### config.mk
export PLATFORM = sky130hd
export DESIGN_NAME = stack_sequencer
export DESIGN_NICKNAME = d
export VERILOG_FILES = /design/src/rtl/stack_sequencer.sv
export SDC_FILE = /design/constraint.sdc
export NUM_CORES = 1
export LEC_CHECK = 0
export ABC_AREA = 1
export CORE_MARGIN = 8
export CORE_UTILIZATION = 65
export DETAILED_ROUTE_END_ITERATION = 16
export DONT_BUFFER_PORTS = 1
export GPL_TIMING_DRIVEN = 1
export PLACE_DENSITY_LB_ADDON = 0.3
export SYNTH_ARGS = -nofsm -noshare
export SYNTH_HDL_FRONTEND = slang
export SYNTH_SLANG_ARGS = --single-unit
### constraint.sdc
create_clock -name clk -period 4.15 [get_ports clk]
set_clock_uncertainty 0.1 [all_clocks]
set_input_delay 0.83 -clock clk [delete_from_list [all_inputs] [get_ports clk]]
set_output_delay 0.83 -clock clk [all_outputs]
set_load 0.005 [all_outputs]
### src/rtl/stack_sequencer.sv
// Multi-register stack transfer sequencer: expands a push/pop slot mask into
// an ordered stream of single-slot stack bus requests and tracks the running SP.
module stack_sequencer #(
    parameter int                MASK_W       = 16,
    parameter int                ADDR_W       = 16,
    parameter int                STEP         = 2,
    parameter logic [MASK_W-1:0] DISCARD_MASK = 16'h0020,
    localparam int               IDX_W        = (MASK_W > 1) ? $clog2(MASK_W) : 1
) (
    input  logic              clk,
    input  logic              reset_n,
    input  logic              start,
    input  logic              is_pop,
    input  logic [MASK_W-1:0] mask,
    input  logic [ADDR_W-1:0] sp_in,
    input  logic              abort,
    input  logic              req_ready,
    output logic              busy,
    output logic              req_valid,
    output logic              req_write,
    output logic [IDX_W-1:0]  req_index,
    output logic [ADDR_W-1:0] req_addr,
    output logic [ADDR_W-1:0] sp_start,
    output logic [ADDR_W-1:0] sp_out,
    output logic              done
);

    typedef enum logic [1:0] {
        ST_IDLE   = 2'd0,
        ST_ACTIVE = 2'd1,
        ST_DONE   = 2'd2
    } state_t;

    localparam logic [ADDR_W-1:0] STEP_C = ADDR_W'(STEP);

    // Push drains from the lowest slot upward, pop from the highest slot downward.
    function automatic logic [IDX_W-1:0] pick_slot(input logic [MASK_W-1:0] vec,
                                                   input logic              pop);
        logic [IDX_W-1:0] idx;
        idx = '0;
        if (pop) begin
            for (int i = 0; i < MASK_W; i++) begin
                if (vec[i]) idx = IDX_W'(i);
            end
        end else begin
            for (int i = MASK_W - 1; i >= 0; i--) begin
                if (vec[i]) idx = IDX_W'(i);
            end
        end
        return idx;
    endfunction

    state_t              state_r, state_nx_s;
    logic [MASK_W-1:0]   remaining_r, remaining_nx_s;
    logic                dir_r, dir_nx_s;
    logic [ADDR_W-1:0]   sp_out_r, sp_nx_s;
    logic [ADDR_W-1:0]   sp_start_r, sp_start_nx_s;
    logic                busy_r, done_r;
    logic                req_valid_r, req_valid_nx_s;
    logic                req_write_r, req_write_nx_s;
    logic [IDX_W-1:0]    req_index_r, req_index_nx_s;
    logic [ADDR_W-1:0]   req_addr_r, req_addr_nx_s;
    logic [IDX_W-1:0]    cur_slot_s, nx_slot_s;
    logic                advance_s;
    logic [ADDR_W-1:0]   sp_step_s;

    // Next-state, slot retirement and SP update for the current cycle.
    always_comb begin
        cur_slot_s     = pick_slot(remaining_r, dir_r);
        advance_s      = (|remaining_r) && (DISCARD_MASK[cur_slot_s] || req_ready);
        sp_step_s      = dir_r ? (sp_out_r + STEP_C) : (sp_out_r - STEP_C);
        state_nx_s     = state_r;
        remaining_nx_s = remaining_r;
        dir_nx_s       = dir_r;
        sp_nx_s        = sp_out_r;
        sp_start_nx_s  = sp_start_r;
        if (abort) begin
            state_nx_s     = ST_IDLE;
            remaining_nx_s = '0;
        end else begin
            case (state_r)
                ST_IDLE: begin
                    if (start) begin
                        state_nx_s     = ST_ACTIVE;
                        remaining_nx_s = mask;
                        dir_nx_s       = is_pop;
                        sp_nx_s        = sp_in;
                        sp_start_nx_s  = sp_in;
                    end else begin
                        state_nx_s = ST_IDLE;
                    end
                end
                ST_ACTIVE: begin
                    if (remaining_r == '0) begin
                        state_nx_s = ST_DONE;
                    end else if (advance_s) begin
                        remaining_nx_s = remaining_r & ~(MASK_W'(1'b1) << cur_slot_s);
                        sp_nx_s        = sp_step_s;
                    end else begin
                        state_nx_s = ST_ACTIVE;
                    end
                end
                ST_DONE: begin
                    state_nx_s = ST_IDLE;
                end
                default: begin
                    state_nx_s     = ST_IDLE;
                    remaining_nx_s = '0;
                end
            endcase
        end
    end

    // Request fields for the next cycle, so the bus outputs leave flops directly.
    always_comb begin
        nx_slot_s      = pick_slot(remaining_nx_s, dir_nx_s);
        req_valid_nx_s = (state_nx_s == ST_ACTIVE) && (|remaining_nx_s) &&
                         !DISCARD_MASK[nx_slot_s];
        if (req_valid_nx_s) begin
            req_index_nx_s = nx_slot_s;
            req_write_nx_s = ~dir_nx_s;
            req_addr_nx_s  = dir_nx_s ? sp_nx_s : (sp_nx_s - STEP_C);
        end else begin
            req_index_nx_s = '0;
            req_write_nx_s = 1'b0;
            req_addr_nx_s  = '0;
        end
    end

    // State and output registers.
    always_ff @(posedge clk or negedge reset_n) begin
        if (!reset_n) begin
            state_r     <= ST_IDLE;
            remaining_r <= '0;
            dir_r       <= 1'b0;
            sp_out_r    <= '0;
            sp_start_r  <= '0;
            busy_r      <= 1'b0;
            done_r      <= 1'b0;
            req_valid_r <= 1'b0;
            req_write_r <= 1'b0;
            req_index_r <= '0;
            req_addr_r  <= '0;
        end else begin
            state_r     <= state_nx_s;
            remaining_r <= remaining_nx_s;
            dir_r       <= dir_nx_s;
            sp_out_r    <= sp_nx_s;
            sp_start_r  <= sp_start_nx_s;
            busy_r      <= (state_nx_s != ST_IDLE);
            done_r      <= (state_nx_s == ST_DONE);
            req_valid_r <= req_valid_nx_s;
            req_write_r <= req_write_nx_s;
            req_index_r <= req_index_nx_s;
            req_addr_r  <= req_addr_nx_s;
        end
    end

    assign busy      = busy_r;
    assign done      = done_r;
    assign req_valid = req_valid_r;
    assign req_write = req_write_r;
    assign req_index = req_index_r;
    assign req_addr  = req_addr_r;
    assign sp_start  = sp_start_r;
    assign sp_out    = sp_out_r;

endmodule

==> Word-level counts from Yosys, hierarchy flattened <==
Memory sizes are Yosys's and may differ from the RTL's.
Index checks and enable logic that the tools add are counted.
{ "classes": {"n_addsub": 3, "multipliers": 0, "div_mod_pow": 0, "magnitude_cmp": 2, "n_eq_ne": 4, "shifts": 1, "mux": 89, "bitwise_logic": 4, "reduce_logical": 11} }
{ "ops": {"columns": ["cell", "count"], "rows": [
  ["4-bit two-way mux", 63],
  ["16-bit two-way mux", 11],
  ["16-bit one-hot mux with 3 select lines", 1],
  ["16-bit one-hot mux with 2 select lines", 1],
  ["16-bit OR reduction", 2],
  ["16-bit by 2-bit subtractor with 16-bit output (second input constant)", 2],
  ["16-bit by 2-bit adder with 16-bit output (second input constant)", 1],
  ["16-bit bitwise AND", 1],
  ["16-bit zero test", 1],
  ["16-bit inverter", 1],
  ["1-bit by 4-bit left shift with 16-bit output (first input constant)", 1],
  ["4-bit by 5-bit less-than comparator with 1-bit output (second input constant)", 2],
  ["1-bit two-way mux", 9],
  ["2-bit two-way mux", 3],
  ["2-bit by 1-bit == test with 1-bit output (second input constant)", 2],
  ["2-bit == test (second input constant)", 2],
  ["2-bit one-hot mux with 2 select lines", 1],
  ["1-bit logical AND", 3],
  ["3-bit AND reduction", 1],
  ["2-bit zero test", 1],
  ["1-bit inverter", 2],
  ["2-bit nonzero test", 1],
  ["1-bit zero test", 1],
  ["1-bit logical OR", 1]
]} }
{ "word_totals": {"reg_bits": 75, "latchBits": 0, "ramBits": 0, "rom_bits": 32, "word_cells": 127, "memories": 2} }
{ "memory_table": {"columns": ["memory", "depth", "word_bits", "read_ports", "rd_clocked_by_memory_dff", "write_ports", "line", "text"], "rows": [
  ["(name not given)", 16, 1, 1, 0, 0, "118", "!DISCARD_MASK[nx_slot_s];"],
  ["(name not given)", 16, 1, 1, 0, 0, "70", "advance_s = (|remaining_r) && (DISCARD_MASK[cur_slot_s] || req_ready);"]
]} }

==> Logic depth before layout (Yosys ltp) <==
Gate-level depths: netlist of run 1.
{ "depth": {"depth_word": 47, "depth_mapped": 44, "ltp_nobuf": 43} }

==> Least setup slack after synthesis of run 1 <==
Ideal clock, no wire load.
{ "synth_timing": {"path_type": "reg2reg", "startpoint": "reg dir_r", "endpoint": "reg req_addr_r[15], in the netlist req_addr[15]", "setup_ns": 0.071, "t_arrival_ns": 3.438, "required_time_ns": 3.979, "slack_ns": 0.541, "stages_incl_launch_ff": 26, "synth_period_minus_slack_ns": 3.609, "path_cell_list": "dfrtp_1 > inv_1 > ha_1 > a21oi_1 > inv_1 > nor2_1 > nor2_1 > o21ai_0 > nand2_1 > a21oi_1 > o21bai_1 > a21oi_1 > o21bai_1 > nand3_1 > nand2_1 > nand2_1 > inv_1 > o21ai_0 > nand2_1 > o21ai_0 > a21oi_1 > or2_2 > nand3_1 > a31oi_1 > xor2_1 > nor2_1"} }
{ "synth_between": {"elab_cells_between_ends": 66, "classes_between": "1 x add/sub; 1 x eq/ne; 1 x shift; 53 x mux; 2 x bitwise; 6 x reduce/logical; 2 x memory"} }
{ "synth_lines": {"columns": ["element", "line", "text"], "rows": [
  ["start: declaration", "55", "logic dir_r, dir_nx_s;"],
  ["start signal: assignment", "147", "dir_r <= dir_nx_s;"],
  ["4-bit two-way mux", "41", "if (pop) begin"],
  ["memory 16 x 1 bit", null, null],
  ["1-bit two-way mux (not written as such)", "70", null],
  ["1-bit logical OR", "70", null],
  ["1-bit logical AND", "70", null],
  ["16-bit two-way mux (*)", "96", "end else if (advance_s) begin"],
  ["16-bit two-way mux (*)", "94", "if (remaining_r == '0) begin"],
  ["16-bit one-hot mux with 2 select lines (*)", "81", "case (state_r)"],
  ["16-bit two-way mux (*)", "77", "if (abort) begin"],
  ["via sp_nx_s[15]", "56", "logic [ADDR_W-1:0] sp_out_r, sp_nx_s;"],
  ["16-bit by 2-bit subtractor with 16-bit output", "122", "req_addr_nx_s = dir_nx_s ? sp_nx_s : (sp_nx_s - STEP_C);"],
  ["16-bit two-way mux (*)", "122", null],
  ["16-bit two-way mux (*)", "119", "if (req_valid_nx_s) begin"],
  ["via req_addr_nx_s[15]", "62", "logic [ADDR_W-1:0] req_addr_r, req_addr_nx_s;"],
  ["end signal: assignment", "155", "req_addr_r <= req_addr_nx_s;"],
  ["end: declaration", "62", null]
]} }
Mark *: on every way through the listed nets, which the timed path passes. The rest lies on a longest branch. The select of a mux whose other input is x is not followed.
A chain may end at the register's enable or synchronous reset.

==> Final worst setup path of run 1 <==
{ "layout_timing": {"startpoint": "reg remaining_r[3]", "endpoint": "reg req_addr_r[15], in the netlist req_addr[15]"} }
{ "layout_between": {"elab_chain_len": 44, "elab_cells_between_ends": 82, "classes_between": "1 x add/sub; 1 x eq/ne; 1 x shift; 67 x mux; 2 x bitwise; 8 x reduce/logical; 2 x memory"} }
{ "layout_lines": {"columns": ["element", "line", "text"], "rows": [
  ["start: declaration", "54", "logic [MASK_W-1:0] remaining_r, remaining_nx_s;"],
  ["start signal: assignment", "146", "remaining_r <= remaining_nx_s;"],
  ["4-bit two-way mux (13 in series)", "43", "if (vec[i]) idx = IDX_W'(i);"],
  ["4-bit two-way mux", "41", null],
  ["memory 16 x 1 bit", null, null],
  ["1-bit two-way mux (not written as such)", "70", null],
  ["1-bit logical OR", "70", null],
  ["1-bit logical AND", "70", null],
  ["16-bit two-way mux", "96", null],
  ["16-bit two-way mux", "94", null],
  ["[... 2 more ...]", null, null],
  ["4-bit two-way mux (16 in series)", "47", "if (vec[i]) idx = IDX_W'(i);"],
  ["4-bit two-way mux", "41", null],
  ["memory 16 x 1 bit", null, null],
  ["1-bit two-way mux (not written as such)", "118", null],
  ["1-bit zero test", "118", null],
  ["1-bit logical AND", "117", "req_valid_nx_s = (state_nx_s == ST_ACTIVE) && (|remaining_nx_s) &&"],
  ["16-bit two-way mux (*)", "119", null],
  ["via req_addr_nx_s[15]", "62", null]
]} }
Marks and branches as above.

==> results of run 1 <==
-- cell usage after synthesis, types with 3 or more instances --
master and count:
clkinv_1 4, nor3_2 3, buf_6 3, o31ai_1 6, nand4_1 5, a22oi_1 5, o21ai_1 21, o211ai_1 4
clkbuf_1 18, o21ai_0 42, xnor2_1 5, dfrtp_1 75, xor2_1 18, ha_1 14, nor2_1 88, nand3_1 36
nand2_2 3, inv_1 89, a31o_2 6, nand2_4 3, a31oi_1 6, nand2_1 206, nor3_1 7, o2bb2ai_1 4
a21oi_1 41, inv_2 10
-- power breakdown --
part	switching, mW	leakage, nW	internal (mW)
Sequential	0.225	0.955	0.937
Combinational	1.49	2.07	0.866
Clock	0.302	0.113	0.347
-- sequential cells by signal (all words and copies together) (netlist names) --
register	cells
busy	1
dir_r	1
done	1
remaining_r	16
req_addr	16
req_index	4
req_valid	1
req_write	1
sp_out	16
sp_start	16
state_r	2
-- cells by family after synthesis --
| kind of cell | after synthesis |
|---|---|
| and+or+nand+nor | 361 |
| AOI/OAI and AO/OA | 146 |
| buffers and inverters | 126 |
| DFF | 75 |
| xor gates and xnor gates | 23 |
| adders and majority gates | 15 |
-- placed cells by master (no fill, tap or decap), drive strengths merged, types with 2 or more instances in the layout --
| cell type | synthesis | final |
|---|---|---|
| xor2 | 18 | 18 |
| o211ai | 4 | 4 |
| bufinv | 0 | 2 |
| xnor2 | 5 | 5 |
| nor3 | 11 | 11 |
| nand2 | 212 | 213 |
| clkbuf | 18 | 10 |
| o31ai | 6 | 6 |
| o2bb2ai | 4 | 4 |
| nor2 | 90 | 90 |
| a32o | 2 | 2 |
| buf | 5 | 38 |
| o21bai | 2 | 2 |
| a31o | 6 | 6 |
| o21ai | 66 | 66 |
| dfrtp | 75 | 75 |
| inv | 99 | 100 |
| clkinv | 4 | 6 |
| a22oi | 7 | 7 |
| a21oi | 42 | 42 |
| nand3b | 2 | 2 |
| a31oi | 6 | 6 |
| ha | 14 | 14 |
| nand3 | 37 | 37 |
| nand4 | 6 | 6 |
-- worst min path at each step --
stage                               endpoint  slack, ps
CTS                 sp_start[13]$_DFFE_PN0P_         50
floorplan            sp_start[0]$_DFFE_PN0P_        370
global route        sp_start[11]$_DFFE_PN0P_         40
global placement     sp_start[0]$_DFFE_PN0P_        390
detailed placement   sp_start[2]$_DFFE_PN0P_        390
finish              sp_start[13]$_DFFE_PN0P_         50
-- repair_timing --
action                     in CTS  in global routing
setup endpoints to repair       0                 21
hold endpoints to repair        0                  0
gates resized for setup         0                 39
buffers inserted                0                 21
-- per-layer routing --
layer / track usage, % / up-vias / wire (microns)
met5: 0 / - / 0
met4: 6.116 / 0 / 286
met3: 10.57 / 48 / 2008
met2: 42.09 / 336 / 7336
met1: 35.84 / 2478 / 6653
li1: - / 2454 / -
-- stage by stage --
step | setup WS, ps | hold WS (ps) | TNS, ps | cell area [sq um] | instances
after floorplan | 540.9 | 365.4 | 0 | 5171 | 746
after global placement | 309.5 | 389.7 | 0 | 5323 | 842
final | 92.72 | 50.44 | 0 | 5916 | 880
after global routing | -154.9 | 44.01 | -1126 | 5916 | 880
after detailed placement | 153.8 | 393.9 | 0 | 5323 | 842
after CTS | 56.59 | 47.43 | 0 | 5548 | 858
-- layout make-up --
| class | count | area (sq um) |
|---|---|---|
| clock buffers | 10 | 127.6 |
| flip-flops and latches | 75 | 1878 |
| multi-input cells | 546 | 2982 |
| fillers | 533 | 1812 |
| inverters | 103 | 392.9 |
| clock inverters | 6 | 97.59 |
| repair buffers | 38 | 310.3 |
| well taps | 102 | 127.6 |
==> metrics.log, run 1 <==
INFO  metric run_status = complete, no violations
INFO  metric cp_cell_sequence = nor2_1 > inv_1 > nor3_2 > nand3_1 > a21oi_4 > inv_2 > nand4_4 > nand2_8 > nand2_8 > inv_4 > o21ai_1 > o21ai_2 > a22oi_2 > ha_2 > inv_2 > nor2_2 > nand2_2 > nor2_4 > nand3b_1 > nor3_4 > and2_4 > nand3_4 > xor2_2 > nor2_1
INFO  metric clkTransAtPathRegs = 90 ps
INFO  metric r2r_start = remaining_r[3]$_DFF_PN0_
INFO  metric vias = 5316
INFO  metric worstSetupEndpointType = register
INFO  metric layout_min_cycle_time = 4057 ps
INFO  metric setup_viol_count_final = 0
INFO  metric cp_max_fo = 9
INFO  metric worstSetupPathDepth = 24
INFO  metric drt_pass_1_iters = 5
INFO  metric route.detailed.drc = 0
INFO  metric htreeDepth = 3
INFO  metric synthCells = 746
INFO  metric synth_warnings = 0
INFO  metric final_core_utilization = 76.55%
INFO  metric synth.avg_cell_area = 6.932 sq um
INFO  metric synth.yosys.seq_area_share = 36.29%
INFO  metric synth.top_cell.area_share = 36.29%
INFO  metric gp_routability_congestion = 0.9842
INFO  metric synth_top_cells_by_area = dfrtp_1 (36%), nand2_1 (15%), inv_1 (6.5%), nor2_1 (6.4%), o21ai_0 (4.1%)
INFO  metric cts_tree = yes
INFO  metric ios = 94
INFO  metric required = 4340 ps
INFO  metric number_of_vias_per_cell_after_detailed_routing = 6.041
INFO  metric grt_overflow = 0
INFO  metric period_share = 97.77%
INFO  metric critPathBufInv = 4
INFO  metric port-buffer-count = 0
INFO  metric cp_data_arrival_time = 4250 ps
INFO  metric antenna-diode-count = 0
INFO  metric async_flop_share = 100.0%
INFO  metric mux_share_of_post_synthesis_cell_area = 0%
INFO  metric synth-simple-area-share = 29.52%
INFO  metric post_synth_fa_ha_maj_area_fraction = 3.774%
INFO  metric start_kind = register
INFO  metric top_flip_flop_cell_by_instance_count_after_synthesis = dfrtp_1
INFO  metric worst_skew_pair.late_latency = 360 ps
INFO  metric first_iter_violations = 741
INFO  metric max-vdd-ir-drop = 0.0004785 V
INFO  metric ff2ff_path_depth = 24
INFO  metric yosys_register_bits = 75
INFO  metric drive_above_1_share = 15.42%
INFO  metric final_nets = 826
INFO  metric antenna_violation_net_count_after_detailed_routing = 0
INFO  metric grt_antenna_before_repair = 0
INFO  metric die_height = 105.2 microns
INFO  metric min_path_type = in2async
INFO  metric grt.total_usage = 27.46%
INFO  metric numCtsBuffers = 9
INFO  metric drt_wl_total = 16280 microns
INFO  metric route.detailed.wl_per_inst = 18.50 microns
INFO  metric dp_hpwl = 11530 microns
INFO  metric rrSetupSlack = 90 ps
INFO  metric max_slew_margin = 60.73%
INFO  metric p_leak = 3.140 nW
INFO  metric final_max_slew_violation_count = 0
INFO  metric finalHoldViolCount = 0
INFO  metric critPathLaunch = remaining_r[3]$_DFF_PN0_
INFO  metric cts-root-to-sink-buffers = 2
INFO  metric critPathCapture = req_addr[15]$_DFF_PN0_
INFO  metric syn-cell-area = 5171 sq um
INFO  metric area_growth_syn_to_layout = 14.40%
INFO  metric worst_r2r_endpoint = req_addr[15]$_DFF_PN0_
INFO  metric grt_pass1_wl = 24520 microns
INFO  metric tightest_slew = 589.0 ps
INFO  metric vias_in_the_first_global_route = 4749
INFO  metric synth_compound_gate_area_share = 16.79%
INFO  metric rsz0062_at_grt = true
INFO  metric rows = 32
INFO  metric p_total = 4.169 mW
INFO  metric synth_enable_flop_cells = 0
INFO  metric synthDistinctLibCells = 43
INFO  metric synth_top_family_by_area = simple AND/OR/NAND/NOR gates
INFO  metric core = 7727 sq um
INFO  metric criticalPathCategory = reg2reg
INFO  metric clock-sinks = 75
INFO  metric grt_start_max_net_pins = 76
INFO  metric worst_path_max_delay_cell = dfrtp_1
INFO  metric synth-xor-area-share = 3.895%
INFO  metric fp.dieArea = 11070 sq um
INFO  metric achievable-frequency = 246.5 MHz
INFO  metric post-synth-top-area-cell = dfrtp_1
INFO  metric cap_viol_max_count = 0
INFO  metric power_density = 704.7 nW/um^2
INFO  metric floorplan.initialDensity = 66.92%
INFO  metric dieWidth = 105.2 microns
INFO  metric postCtsHoldBufs = 0
INFO  metric category_of_cells_accounting_for_the_largest_share_of_critical_path_delay = simple AND/OR/NAND/NOR gates
INFO  metric synthesis.nets = 799
INFO  metric delay_contributed_by_the_slowest_stage_of_the_critical_path = 400 ps
INFO  metric clockRootBuffer = clkbuf_8
Power figures use the tool's default switching activity.
==> inputs of run 2 (changes only) <==
Settings changed: CTS_CLUSTER_DIAMETER set to 120.
==> results of run 2 <==
Final layout, timing and power as in run 1 (identical DEF).
==> inputs of run 3 (changes only) <==
Settings changed: CORE_UTILIZATION 65 to 50.
==> metrics.log, run 3 (synthesized netlist as in run 1, its figures left out) <==
INFO  metric run_status = complete, no violations
INFO  metric drt_pass_1_iters = 5
INFO  metric postCtsHoldBufs = 0
INFO  metric htreeDepth = 3
INFO  metric cap_viol_max_count = 0
INFO  metric criticalPathCategory = reg2reg
INFO  metric grt_overflow = 0
INFO  metric vias_in_the_first_global_route = 4722
INFO  metric drt_wl_total = 15380 microns
INFO  metric area_growth_syn_to_layout = 10.91%
INFO  metric numCtsBuffers = 9
INFO  metric port-buffer-count = 0
INFO  metric number_of_vias_per_cell_after_detailed_routing = 5.530
INFO  metric final_max_slew_violation_count = 0
INFO  metric met3WireLength = 1584 microns
INFO  metric hold_slack = 60.17 ps
INFO  metric grt_start_max_net_pins = 76
INFO  metric start_kind = register
INFO  metric clockRootBuffer = clkbuf_8
INFO  metric final_cell_area = 5736 sq um
INFO  metric dpl_worst_slack = 189.6 ps
INFO  metric num-fill-cells = 986
INFO  metric tightest_slew = 802.0 ps
INFO  metric setup_total_negative_slack = 0 ps
INFO  metric power_density = 680.5 nW/um^2
INFO  metric grt_pass1_wl = 24670 microns
INFO  metric max-vdd-ir-drop = 0.0003051 V
INFO  metric fp.dieArea = 13850 sq um
INFO  metric final_nets = 818
INFO  metric worstSetupEndpointType = register
INFO  metric setup_viol_count_final = 0
INFO  metric gp_routability_congestion = 0.9037
INFO  metric cts-root-to-sink-buffers = 2
INFO  metric cp_cell_sequence = nor2_2 > inv_1 > nor3_2 > nand3_1 > a21oi_4 > inv_2 > nand4_4 > nand2_4 > nand2_8 > inv_4 > o21ai_1 > o21ai_1 > a22oi_2 > ha_2 > inv_1 > nor2_1 > nand2_1 > nor2_2 > nand3b_1 > nor3_2 > buf_4 > nand4_1 > xor2_1 > nor2_1
INFO  metric top_layer_used = met4
INFO  metric route.detailed.drc = 0
INFO  metric mostFrequentLayoutCell = nand2_1
INFO  metric vias = 5005
INFO  metric cts_tree = yes
INFO  metric route.detailed.wl_per_inst = 16.99 microns
INFO  metric ios = 94
INFO  metric clkTransAtPathRegs = 80 ps
INFO  metric grt_antenna_before_repair = 0
INFO  metric achievable-frequency = 260.0 MHz
INFO  metric worst_path_max_delay_cell = dfrtp_1
INFO  metric timing.final.ws_setup = 304.5 ps
INFO  metric floorplan.initialDensity = 50.77%
INFO  metric p_leak = 3.074 nW
INFO  metric antenna-diode-count = 0
INFO  metric period_share = 92.66%
INFO  metric delay_contributed_by_the_slowest_stage_of_the_critical_path = 400 ps
INFO  metric core = 10180 sq um
INFO  metric cp_max_fo = 9
INFO  metric clock-sinks = 75
INFO  metric first_iter_violations = 397
INFO  metric cp_data_arrival_time = 3990 ps
INFO  metric mostFrequentLayoutCells = nand2_1 (205), inv_1 (88), nor2_1 (85)
INFO  metric final_core_utilization = 56.31%
INFO  metric rows = 37
INFO  metric dieWidth = 117.7 microns
INFO  metric drive_above_1_share = 12.09%
INFO  metric detail_route.wirelength.met1 = 6664 microns
INFO  metric required = 4300 ps
INFO  metric dp_hpwl = 11520 microns
INFO  metric placed_area = 5350 sq um
INFO  metric die_height = 117.7 microns
INFO  metric max_slew_margin = 46.18%
INFO  metric antenna_violation_net_count_after_detailed_routing = 0
INFO  metric min_path_type = in2async
INFO  metric finalHoldViolCount = 0
INFO  metric layout_min_cycle_time = 3846 ps
INFO  metric worst_skew_pair.late_latency = 360 ps
INFO  metric wl_met2 = 6822 microns
INFO  metric grt.total_usage = 22.06%
[run 3: changes by cell type in the layout (fill, tap and decap cells not counted), moves of 2 or more]
cell and delta:
nor2_4 -2, nand2_2 -4, ha_4 -2, o21ai_1 +3, nor2_2 -2, ha_1 +2, buf_4 -7, nor2_1 +4
nand2_1 +3, o21ai_2 -3
[run 3: worst max-delay path: cells and delay by family, from the launching register on]
family | cells | cell delay [ps]
AOI/OAI and AO/OA | 4 | 620
xor gates and xnor gates | 1 | 170
adders and majority gates | 1 | 200
buffers and inverters | 5 | 460
DFF | 1 | 400
and+or+nand+nor | 13 | 1790
[run 3: what timing repair did]
item,CTS,global route
gates resized for setup,0,15
setup buffers,0,16
endpoints found under the setup margin,0,21
[run 3: final cells by class]
type	count	area [sq um]	area share [%]
clock buffer	11	141.4	2.465
clock inverter	4	51.30	0.8944
inverter	103	389.1	6.784
multi-input combinational	545	2849	49.67
sequential	75	1877	32.72
tap	136	170.2	2.967
timing repair buffer	31	257.7	4.494
[run 3: path summary, 6_finish.rpt]
| kind | startpoint | endpoint | slack [ps] | cells after the start |
|---|---|---|---|---|
| min in group clk | sp_start[5]$_DFFE_PN0P_ | sp_start[5]$_DFFE_PN0P_ | 400 | 2 |
| worst min-delay path | reset_n | sp_start[4]$_DFFE_PN0P_ | 60 | 0 |
| worst max register to register | remaining_r[3]$_DFF_PN0_ | req_addr[13]$_DFF_PN0_ | 300 | 24 |
| worst min register to register | sp_start[5]$_DFFE_PN0P_ | sp_start[5]$_DFFE_PN0P_ | 400 | 2 |
| worst max-delay path | remaining_r[3]$_DFF_PN0_ | req_addr[13]$_DFF_PN0_ | 300 | 24 |
| max in group asynchronous | reset_n | sp_start[2]$_DFFE_PN0P_ | 3790 | 0 |
[run 3: layer usage]
layer,GRT usage (%),vias up
met2,32.58,218
met1,30.14,2338
met3,6.619,18
met5,0,-
met4,7.286,0
li1,-,2431
[run 3: power by group]
group	switching (mW)	internal, mW	total [mW]
Clock	0.278	0.291	0.570
Combinational	1.38	0.802	2.18
Sequential	0.212	0.937	1.15
Total	1.87	2.03	3.90
[run 3: stage by stage]
| stage | instances | power (mW) |
|---|---|---|
| 2_1_floorplan | 746 | 2.688 |
| 3_3_place_gp | 874 | 3.131 |
| 3_5_place_dp | 874 | 3.171 |
| 4_1_cts | 889 | 3.760 |
| 5_1_grt | 905 | 4.245 |
| 6_report | 905 | 3.903 |
